==> src/rtl/alu_pkg.sv <==
// Shared types and helpers for the multi-precision sequential ALU.
// Opcode and state enums plus word-index and carry-in helper functions.
package alu_pkg;

    typedef enum logic [3:0] {
        PASSTHROUGH     = 4'd0,
        ADD             = 4'd1,
        ADD_WITH_CIN    = 4'd2,
        SUBTRACT        = 4'd3,
        SUB_WITH_CIN    = 4'd4,
        TWOS_COMPLEMENT = 4'd5,
        INCREMENT       = 4'd6,
        DECREMENT       = 4'd7,
        BIT_AND         = 4'd8,
        BIT_OR          = 4'd9,
        BIT_XOR         = 4'd10,
        BIT_NOT         = 4'd11,
        SHIFT_LEFT      = 4'd12,
        ASR             = 4'd13,
        LSR             = 4'd14,
        ROTATE          = 4'd15
    } opcode_t;

    typedef enum logic [1:0] {
        S_IDLE = 2'd0,
        S_RUN  = 2'd1,
        S_DONE = 2'd2
    } state_t;

    function automatic int idx_w(input int words);
        return (words <= 2) ? 1 : $clog2(words);
    endfunction

    // Carry fed into word 0; subtract-style ops get +1 to complete the two's complement.
    function automatic logic first_cin(input opcode_t op, input logic cin);
        case (op)
            ADD_WITH_CIN, SUB_WITH_CIN:            return cin;
            SUBTRACT, TWOS_COMPLEMENT, INCREMENT:  return 1'b1;
            default:                               return 1'b0;
        endcase
    endfunction

    function automatic logic is_arith(input opcode_t op);
        return op inside {ADD, ADD_WITH_CIN, SUBTRACT, SUB_WITH_CIN,
                          TWOS_COMPLEMENT, INCREMENT, DECREMENT};
    endfunction

    function automatic logic is_unsupported(input opcode_t op);
        return op inside {ASR, LSR, ROTATE};
    endfunction

endpackage

==> src/rtl/alu_slice.sv <==
// One WIDTH-bit combinational slice: arithmetic via a shared adder, logic ops and shift-left.
// The overflow output is meaningful for arithmetic ops only and is gated by the caller.
module alu_slice
    import alu_pkg::*;
#(
    parameter int WIDTH = 8
) (
    input  opcode_t          op,
    input  logic [WIDTH-1:0] a,
    input  logic [WIDTH-1:0] b,
    input  logic             cin,
    output logic [WIDTH-1:0] y,
    output logic             cout,
    output logic             ovf
);

    logic [WIDTH-1:0] add_x;
    logic [WIDTH-1:0] add_y;
    logic [WIDTH:0]   sum;

    // Every arithmetic op is expressed as add_x + add_y + cin.
    always_comb begin
        add_x = a;
        add_y = '0;
        case (op)
            ADD, ADD_WITH_CIN:         add_y = b;
            SUBTRACT, SUB_WITH_CIN:    add_y = ~b;
            TWOS_COMPLEMENT:           add_x = ~a;
            DECREMENT:                 add_y = '1;
            default:                   add_y = '0;
        endcase
    end

    assign sum = {1'b0, add_x} + {1'b0, add_y} + {{WIDTH{1'b0}}, cin};

    always_comb begin
        y    = a;
        cout = 1'b0;
        ovf  = (add_x[WIDTH-1] == add_y[WIDTH-1]) && (sum[WIDTH-1] != add_x[WIDTH-1]);
        case (op)
            ADD, ADD_WITH_CIN, SUBTRACT, SUB_WITH_CIN,
            TWOS_COMPLEMENT, INCREMENT, DECREMENT: begin
                y    = sum[WIDTH-1:0];
                cout = sum[WIDTH];
            end
            BIT_AND:    y = a & b;
            BIT_OR:     y = a | b;
            BIT_XOR:    y = a ^ b;
            BIT_NOT:    y = ~a;
            SHIFT_LEFT: begin
                y    = {a[WIDTH-2:0], cin};
                cout = a[WIDTH-1];
            end
            default:    y = a;
        endcase
    end

endmodule

==> src/rtl/mp_alu_seq.sv <==
// Multi-precision ALU that walks WORDS slices LSW-first through one alu_slice, one per cycle.
// Define MP_ALU_SEQ_ERR_EN to add rsp_err and flag ASR/LSR/ROTATE as errors instead of passthrough.
module mp_alu_seq
    import alu_pkg::*;
#(
    parameter int WIDTH = 8,
    parameter int WORDS = 4
) (
    input  logic                   clk,
    input  logic                   rst_n,
    input  logic                   cmd_valid,
    output logic                   cmd_ready,
    input  opcode_t                cmd_op,
    input  logic [WIDTH*WORDS-1:0] cmd_a,
    input  logic [WIDTH*WORDS-1:0] cmd_b,
    input  logic                   cmd_cin,
    output logic                   rsp_valid,
    input  logic                   rsp_ready,
    output logic [WIDTH*WORDS-1:0] rsp_data,
    output logic                   rsp_carry,
    output logic                   rsp_zero,
    output logic                   rsp_negative,
    output logic                   rsp_overflow,
    output logic                   rsp_parity,
`ifdef MP_ALU_SEQ_ERR_EN
    output logic                   rsp_err,
`endif
    output state_t                 dbg_state
);

    localparam int N  = WIDTH * WORDS;
    localparam int IW = idx_w(WORDS);

    // Handshake: a transfer happens on a rising edge where valid and ready are both high;
    // cmd_ready is high only in IDLE and rsp_valid only in DONE, so the two never overlap.
    state_t           state;
    logic [IW-1:0]    idx;
    opcode_t          op_q;
    logic [N-1:0]     a_q;
    logic [N-1:0]     b_q;
    logic             c_q;
    logic [WIDTH-1:0] s_y;
    logic             s_cout;
    logic             s_ovf;
    logic [N-1:0]     res_next;
    logic             err_case;

    alu_slice #(.WIDTH(WIDTH)) u_slice (
        .op   (op_q),
        .a    (a_q[WIDTH-1:0]),
        .b    (b_q[WIDTH-1:0]),
        .cin  (c_q),
        .y    (s_y),
        .cout (s_cout),
        .ovf  (s_ovf)
    );

    // Result words shift in from the top so word 0 ends up at the bottom after WORDS steps.
    assign res_next = {s_y, rsp_data[N-1:WIDTH]};

`ifdef MP_ALU_SEQ_ERR_EN
    assign err_case = is_unsupported(op_q);
`else
    assign err_case = 1'b0;
`endif

    assign cmd_ready = (state == S_IDLE);
    assign rsp_valid = (state == S_DONE);
    assign dbg_state = state;

    always_ff @(posedge clk or negedge rst_n) begin
        if (!rst_n) begin
            state        <= S_IDLE;
            idx          <= '0;
            op_q         <= PASSTHROUGH;
            a_q          <= '0;
            b_q          <= '0;
            c_q          <= 1'b0;
            rsp_data     <= '0;
            rsp_carry    <= 1'b0;
            rsp_zero     <= 1'b0;
            rsp_negative <= 1'b0;
            rsp_overflow <= 1'b0;
            rsp_parity   <= 1'b0;
`ifdef MP_ALU_SEQ_ERR_EN
            rsp_err      <= 1'b0;
`endif
        end else begin
            case (state)
                S_IDLE: begin
                    if (cmd_valid) begin
                        op_q  <= cmd_op;
                        a_q   <= cmd_a;
                        b_q   <= cmd_b;
                        c_q   <= first_cin(cmd_op, cmd_cin);
                        idx   <= '0;
                        state <= S_RUN;
                    end
                end
                S_RUN: begin
                    a_q      <= {{WIDTH{1'b0}}, a_q[N-1:WIDTH]};
                    b_q      <= {{WIDTH{1'b0}}, b_q[N-1:WIDTH]};
                    c_q      <= s_cout;
                    rsp_data <= res_next;
                    idx      <= idx + 1'b1;
                    if (idx == IW'(WORDS - 1)) begin
                        state        <= S_DONE;
                        rsp_carry    <= s_cout & ~err_case;
                        rsp_zero     <= (res_next == '0) & ~err_case;
                        rsp_negative <= res_next[N-1] & ~err_case;
                        rsp_overflow <= s_ovf & is_arith(op_q) & ~err_case;
                        rsp_parity   <= (^res_next) & ~err_case;
                        if (err_case) rsp_data <= '0;
`ifdef MP_ALU_SEQ_ERR_EN
                        rsp_err      <= err_case;
`endif
                    end
                end
                S_DONE: begin
                    if (rsp_ready) state <= S_IDLE;
                end
                default: state <= S_IDLE;
            endcase
        end
    end

endmodule

==> config.mk <==
export PLATFORM = sky130hd
export DESIGN_NAME = mp_alu_seq
export DESIGN_NICKNAME = d
export VERILOG_FILES = /design/src/rtl/alu_pkg.sv /design/src/rtl/alu_slice.sv /design/src/rtl/mp_alu_seq.sv
export SDC_FILE = /design/constraint.sdc
export NUM_CORES = 1
export LEC_CHECK = 0
export CAP_MARGIN = 15
export CORE_MARGIN = 1.5
export CORE_UTILIZATION = 40
export DETAILED_ROUTE_END_ITERATION = 8
export SYNTH_ARGS = -nofsm -noshare
export SYNTH_HDL_FRONTEND = slang
export SYNTH_SLANG_ARGS = --single-unit
==> constraint.sdc <==
create_clock -name clk -period 5.3 [get_ports clk]
set_clock_uncertainty 0.1 [all_clocks]
set_input_delay 0.795 -clock clk [delete_from_list [all_inputs] [get_ports clk]]
set_output_delay 0.795 -clock clk [all_outputs]
set_load 0.02 [all_outputs]
==> summary.md, run 1 <==
| Metric | Value |
|---|---|
| Int Pwr | 3.505 mW |
| Hold_buf cts | 0 |
| CP required | around 5400 ps |
| ANT nets after route | 0 |
| Min cycle time layout | around 4400 ps |
| PortBufs | 113 |
| Ys flop type | dfrtp_1 |
| Placer congestion estimate | 0.8710 |
| Die Y | ~130 um |
| Wire per inst | 16.04 um |
| WL final | around 17000 um |
| Syn Area/Cell | about 8.3 um^2 |
| Sequential Power Share | 0.251 |
| Root Buffer | clkbuf_16 |
| Starting Density | 0.4067 |
| NetSw | just over 3 mW |
| Global-route wire length before repair | 28370 um |
| Drt pass-1 iters | 5 |
| Ys Warns | 0 |
| Clock power share | 0.108 |
| CTS tree | done |
| Relative slew margins | 0.3211 |
| Outcome | finished, final reports clean |
| Max frequency | 0.2291 GHz |
| Vias | around 5600 |
| Post-CTS Setup Inserts | 0 |
| Fraction of registers with async set/reset | 1.000 |
| Htree depth | 3 |
| Final #Nets | between 900 and 1000 |
| Final critical-path share of the clock period | 0.8237 |
| Peak supply drop | roughly 0.37 mV |
| DRC | 0 |
| RSZ-0062 raised after global routing | false |
| CTS resizes | 0 |
| Distinct cells, synth | 55 |
| Vias in the first global route | between 5000 and 6000 |
| CTS Buffer Depth | 2 |
| Setup violators final | 0 |
| Clock slew at reported path FFs | 70 ps |
| Total track usage | 0.2165 |
| Top-area cell type share of the netlist area | 0.4276 |
| Num CTS Buffers | 9 |
| CP endpoint kind | flop |
| Synth area leaders | dfrtp_1, nand2_1, ha_1 |
| Crit path kind | flop to flop |
| Max cap viols | 0 |
| Hold crit path type | flop to flop |
| Clock Latency Late Sink | 360 ps |
| Grt ovf | 0 |
| Pwr per Cell Area | between 800 and 900 nW/um^2 |
| First-iteration detailed-routing DRC count | 376 |
| Core area | ~16000 um^2 |
| Share of layout cells above drive strength 1 | 0.04756 |
| Final instance area | around 8000 um^2 |
| Combinational Power Share | 0.641 |
| Pin count of the biggest net entering global routing | 108 |
| Leak | 3.485 nW |
| Row cnt | 46 |
| I/O pins | approximately 110 |
| Worst Path Arrival | 4480 ps |
| Clock sink count | 110 |
| Final Max Tran Viols | 0 |
| Die Area | about 17000 um^2 |
| Final Hold Viols | 0 |
| CP startpoint kind | flop |
| Seq cells post-synth | 110 |
| Layout area overhead | 24.45% |
| Post-Route Setup TNS | 0 ps |
| Ant. Diodes | 0 |
| DP Area | between 7000 and 8000 um^2 |
| Initial antenna violation count | 0 |
| Sequential-to-total area share from yosys stat | 0.4276 |
| Slew @ Worst Pin | slightly above 1000 ps |
| Post-Syn Instances | 772 |
| Post-synth EDFFs | 0 |
| Post-synthesis net count | 887 |
| Die X | around 130 um |
| Hold WS | roughly 380 ps |
| Post-synth top area cell | dfrtp_1 |
| Switching Share | 0.4656 |
| Via density | ~5.2 |
| Synthesized area | 6437 um^2 |
| Post-DP HPWL | about 13000 um |
| Critical path fanouts, max | 14 |
-- path summary, 6_finish.rpt --
path | startpoint | end | slack, ps | cells after the start
hold reg to reg | rsp_overflow$_DFFE_PN0P_ | rsp_overflow$_DFFE_PN0P_ | 380 | 2
min in group asynchronous | rst_n | rsp_overflow$_DFFE_PN0P_ | 400 | 1
hold / removal | rsp_overflow$_DFFE_PN0P_ | rsp_overflow$_DFFE_PN0P_ | 380 | 2
setup / recovery | op_q[0]$_DFFE_PN0P_ | rsp_parity$_DFFE_PN0P_ | 930 | 16
max in group asynchronous | rst_n | a_q[3]$_DFFE_PN0P_ | 3530 | 2
setup reg to reg | op_q[0]$_DFFE_PN0P_ | rsp_parity$_DFFE_PN0P_ | 930 | 16
-- synth_stat cells (all sizes together) (2+ instances only) --
library cell  instances
mux4                  3
or2                   4
mux2i                 2
and2                  2
nand4                 4
xnor2                30
fa                    2
nand2               191
a31oi                51
nor2                 70
nor3                  8
inv                  49
nor2b                 3
xor2                  2
a21boi                5
o21ai                73
nor3b                 9
a211o                 2
nand3                 5
ha                   40
nand2b                5
a21oi                16
o211ai                4
o221ai                3
clkbuf               30
a211oi               11
a21o                  2
o22ai                 3
buf                  19
o21a                  2
dfrtp               110
-- metal layers --
| layer | wire length [um] | GRT usage |
|---|---|---|
| met5 | 0 | 0 |
| met4 | 314 | 0.05817 |
| met3 | 851 | 0.04756 |
| met2 | 8452 | 0.3666 |
| met1 | 7676 | 0.2809 |
-- final cells by class --
class / count / area, um^2
fill: 1545 / 7816
multi-input combinational: 564 / 3297
sequential: 110 / 2753
timing repair buffer: 123 / 1204
tap: 216 / 270.3
clock buffer: 10 / 229.0
inverter: 49 / 183.9
clock inverter: 6 / 75.07
-- stage by stage --
stage	setup slack (ps)	power [mW]	util	std cells
after floorplan	1058	4.738	-	772
after global placement	1009	5.811	0.4870	1062
after detailed placement	992.7	5.888	0.4870	1062
after CTS	947.8	6.619	0.5062	1078
after global routing	634.3	7.196	0.5062	1078
final	934.4	6.558	0.5062	1078
-- sequential cells by signal, summed over array words and instances (netlist names) --
| register | count |
|---|---|
| a_q | 32 |
| dbg_state | 2 |
| idx | 2 |
| c_q | 1 |
| rsp_data | 32 |
| rsp_negative | 1 |
| rsp_carry | 1 |
| op_q | 4 |
| rsp_zero | 1 |
| rsp_parity | 1 |
| b_q | 32 |
| rsp_overflow | 1 |
-- worst max-delay path, cell delays in order (launching register included) --
cell and delay [ps]:
dfrtp_1 560, nor3b_1 270, a211oi_1 70, a211o_1 310, fa_1 450, fa_1 480
nand2b_1 180, a21oi_1 170, o21ai_0 150, nor3b_1 170, o31a_1 300, ha_1 310
xnor2_1 180, xnor2_1 160, xnor2_1 160, xnor2_1 130, o21ai_0 80
-- power groups by stage --
stage / registers (mW) / clock network, mW / logic, mW
2_1_floorplan: 1.65 / 0 / 3.09
3_3_place_gp: 1.66 / 0 / 4.15
3_5_place_dp: 1.67 / 0 / 4.22
4_1_cts: 1.65 / 0.724 / 4.24
5_1_grt: 1.71 / 0.758 / 4.73
6_report: 1.65 / 0.708 / 4.20
-- layout by cell type (no fill, tap or decap), types with 11 or more instances in the layout --
master	netlist	routed
o21ai_0	55	55
dfrtp_1	110	110
buf_4	7	11
ha_1	40	40
a211oi_1	11	11
clkdlybuf4s50_1	0	112
o21ai_1	17	17
xnor2_1	30	30
a21oi_1	16	16
nor2_1	70	70
nand2_1	191	189
a31oi_1	51	51
inv_1	48	48
-- cell families (layout without fill, tap and decap cells) --
family	after synthesis	in the layout	synth area share
AO/OA/AOI/OAI	182	182	0.1740
XOR/XNOR	32	32	0.04354
adder cells (fa/ha/maj)	42	42	0.08397
buffers and inverters	98	188	0.06239
flip-flops	110	110	0.4276
multiplexers	5	5	0.01360
AND/OR/NAND/NOR	303	303	0.1949
Power figures use the tool's default switching activity.
==> inputs of run 2 (changes only) <==
==> constraint.sdc (replaced) <==
create_clock -name clk -period 4.5 [get_ports clk]
set_clock_uncertainty 0.1 [all_clocks]
set_input_delay 0.675 -clock clk [delete_from_list [all_inputs] [get_ports clk]]
set_output_delay 0.675 -clock clk [all_outputs]
set_load 0.02 [all_outputs]
==> run 2 against run 1 <==
  * Setup slack got worse by 630 ps
  * Global-route usage fell by 0.13 points
  * Power rose by 18%
  * Highest routed layer unchanged
  * Via count grew 1.3%
==> summary.md, run 2 (synthesis results as in run 1) <==
| Metric | Value |
|---|---|
| Initial antenna violation count | 0 |
| Clock Latency Late Sink | 350 ps |
| Max frequency | ~0.24 GHz |
| R2R depth | 16 |
| Regs by FF count | a_q x32, b_q x32, rsp_data x32 |
| PortBufs | approximately 110 |
| Setup violators final | 0 |
| Worst Path Arrival | 4320 ps |
| Final instance area | 8095 um^2 |
| Via density | 5.210 |
| Clock slew at reported path FFs | about 80 ps |
| First-iteration detailed-routing DRC count | 326 |
| Final Hold Viols | 0 |
| Num CTS Buffers | 9 |
| Final #Nets | just under 1000 |
| CP max stage delay | 490 ps |
| Slew @ Worst Pin | between 1000 and 1500 ps |
| CP required | 4620 ps |
| Vias | between 5000 and 6000 |
| Hold crit path type | primary input to async pin |
| Hold WS | roughly 220 ps |
| Leak | about 3.5 nW |
| Pin count of the biggest net entering global routing | 115 |
| Grt ovf | 0 |
| RSZ-0062 raised after global routing | false |
| Htree depth | 3 |
| Wire per inst | 16.07 um |
| Share of layout cells above drive strength 1 | 0.05855 |
| Peak supply drop | about 0.67 mV |
| Vias in the first global route | approximately 5500 |
| Placer congestion estimate | between 0.9 and 1 |
| Post-DP HPWL | 13030 um |
| Outcome | finished, final reports clean |
| Crit path kind | flop to flop |
| Final setup margin | between 300 and 400 ps |
| Pwr per Cell Area | 958.6 nW/um^2 |
| Relative slew margins | 0.2917 |
| Root Buffer | clkbuf_16 |
| CP Cell Sequence | nor3b_1 -> a211oi_1 -> a211o_1 -> fa_1 -> fa_1 -> nand2b_1 -> a21oi_1 -> o21ai_1 -> nor3b_1 -> o31a_1 -> ha_1 -> xnor2_1 -> xnor2_1 -> xnor2_1 -> xnor2_1 -> o21ai_0 |
| Layout area overhead | 25.75% |
| DRC | 0 |
| Commonest non-fill, non-tap cell in the layout | nand2_1 |
| CP startpoint kind | flop |
| Ant. Diodes | 0 |
| CTS tree | done |
| CTS Buffer Depth | 2 |
| CP endpoint kind | flop |
| Die Area | ~17000 um^2 |
| Drt pass-1 iters | 5 |
| Starting Density | 0.4067 |
| Min cycle time layout | ~4200 ps |
| Total track usage | 0.2153 |
| Clock sink count | 110 |
| Die Y | 129.9 um |
| Cell mode on critical path | xnor2_1 |
| Global-route wire length before repair | between 20000 and 30000 um |
| Final Max Tran Viols | 0 |
| Critical path fanouts, max | 10 |
| Pre-CTS setup slack | about 180 ps |
| ANT nets after route | 0 |
| Post-Route Setup TNS | 0 ps |
| Final critical-path share of the clock period | 0.9330 |
| Row cnt | 46 |
| WL final | 17470 um |
| Commonest non-fill, non-tap cells in the layout | nand2_1, clkdlybuf4s50_1, dfrtp_1, nor2_1, o21ai_0 |
| I/O pins | between 100 and 150 |
| Max cap viols | 0 |
| Core area | 15830 um^2 |
| DP Area | slightly below 8000 um^2 |
| CP max-delay cell | dfrtp_2 |
| Die X | 129.9 um |
## run 2: cell count changes in the layout (fill, tap and decap cells not counted), sizes merged
cell      delta
buf          +9
bufinv       -1
clkinv       +1
clkinvlp     +1
inv          -1
## run 2: power by group
| part | internal [mW] | leakage, nW | switching, mW |
|---|---|---|---|
| clock network | 0.387 | 0.138 | 0.390 |
| registers | 1.48 | 1.35 | 0.438 |
| logic | 2.29 | 2.04 | 2.78 |
| total | 4.15 | 3.53 | 3.61 |
## run 2: layout make-up
cell class,count,area [um^2]
clock buffer,10,229.0
clock inverter,6,57.56
fill,1524,7732
inverter,49,183.9
multi-input combinational,564,3297
sequential,110,2754
tap,216,270.3
timing repair buffer,132,1304
## run 2: per-stage QoR
step	power, mW	instances	utilization
3_3_place_gp	6.892	1067	0.4901
5_1_grt	8.489	1087	0.5115
2_1_floorplan	5.581	772	-
3_5_place_dp	6.961	1067	0.4901
4_1_cts	7.776	1083	0.5082
6_report	7.760	1087	0.5115
## run 2: per-layer routing
| metal | wire [um] | share of wire | vias up | GRT usage |
|---|---|---|---|---|
| met5 | 0 | 0 | - | 0 |
| met4 | 349 | 0.020 | 0 | 0.07255 |
| met3 | 801 | 0.046 | 21 | 0.03075 |
| met2 | 8548 | 0.49 | 144 | 0.3676 |
| met1 | 7772 | 0.44 | 2706 | 0.2812 |
| li1 | - | - | 2792 | - |
## run 2: path summary, 6_finish.rpt
path | start | endpoint | slack [ps]
setup / recovery | op_q[0]$_DFFE_PN0P_ | rsp_parity$_DFFE_PN0P_ | 300
hold / removal | rst_n | rsp_data[27]$_DFFE_PN0P_ | 220
setup reg to reg | op_q[0]$_DFFE_PN0P_ | rsp_parity$_DFFE_PN0P_ | 300
hold reg to reg | rsp_data[4]$_DFFE_PN0P_ | rsp_data[4]$_DFFE_PN0P_ | 380
max in group asynchronous | rst_n | op_q[0]$_DFFE_PN0P_ | 3070
min in group clk | rsp_data[4]$_DFFE_PN0P_ | rsp_data[4]$_DFFE_PN0P_ | 380
## run 2: critical path, delay by kind of cell (launching register included)
kind,cells,cell delay [ps]
AO/OA/AOI/OAI,6,1060
XOR/XNOR,4,610
adder cells (fa/ha/maj),3,1250
flip-flops,1,490
AND/OR/NAND/NOR,3,560
## run 2: repair_timing
| action | CTS | global route |
|---|---|---|
| hold endpoints to repair | 0 | 0 |
| setup buffers | 0 | 3 |
| hold buffers | 0 | 0 |
| gates resized for setup | 0 | 2 |
| endpoints found under the setup margin | 0 | 1 |
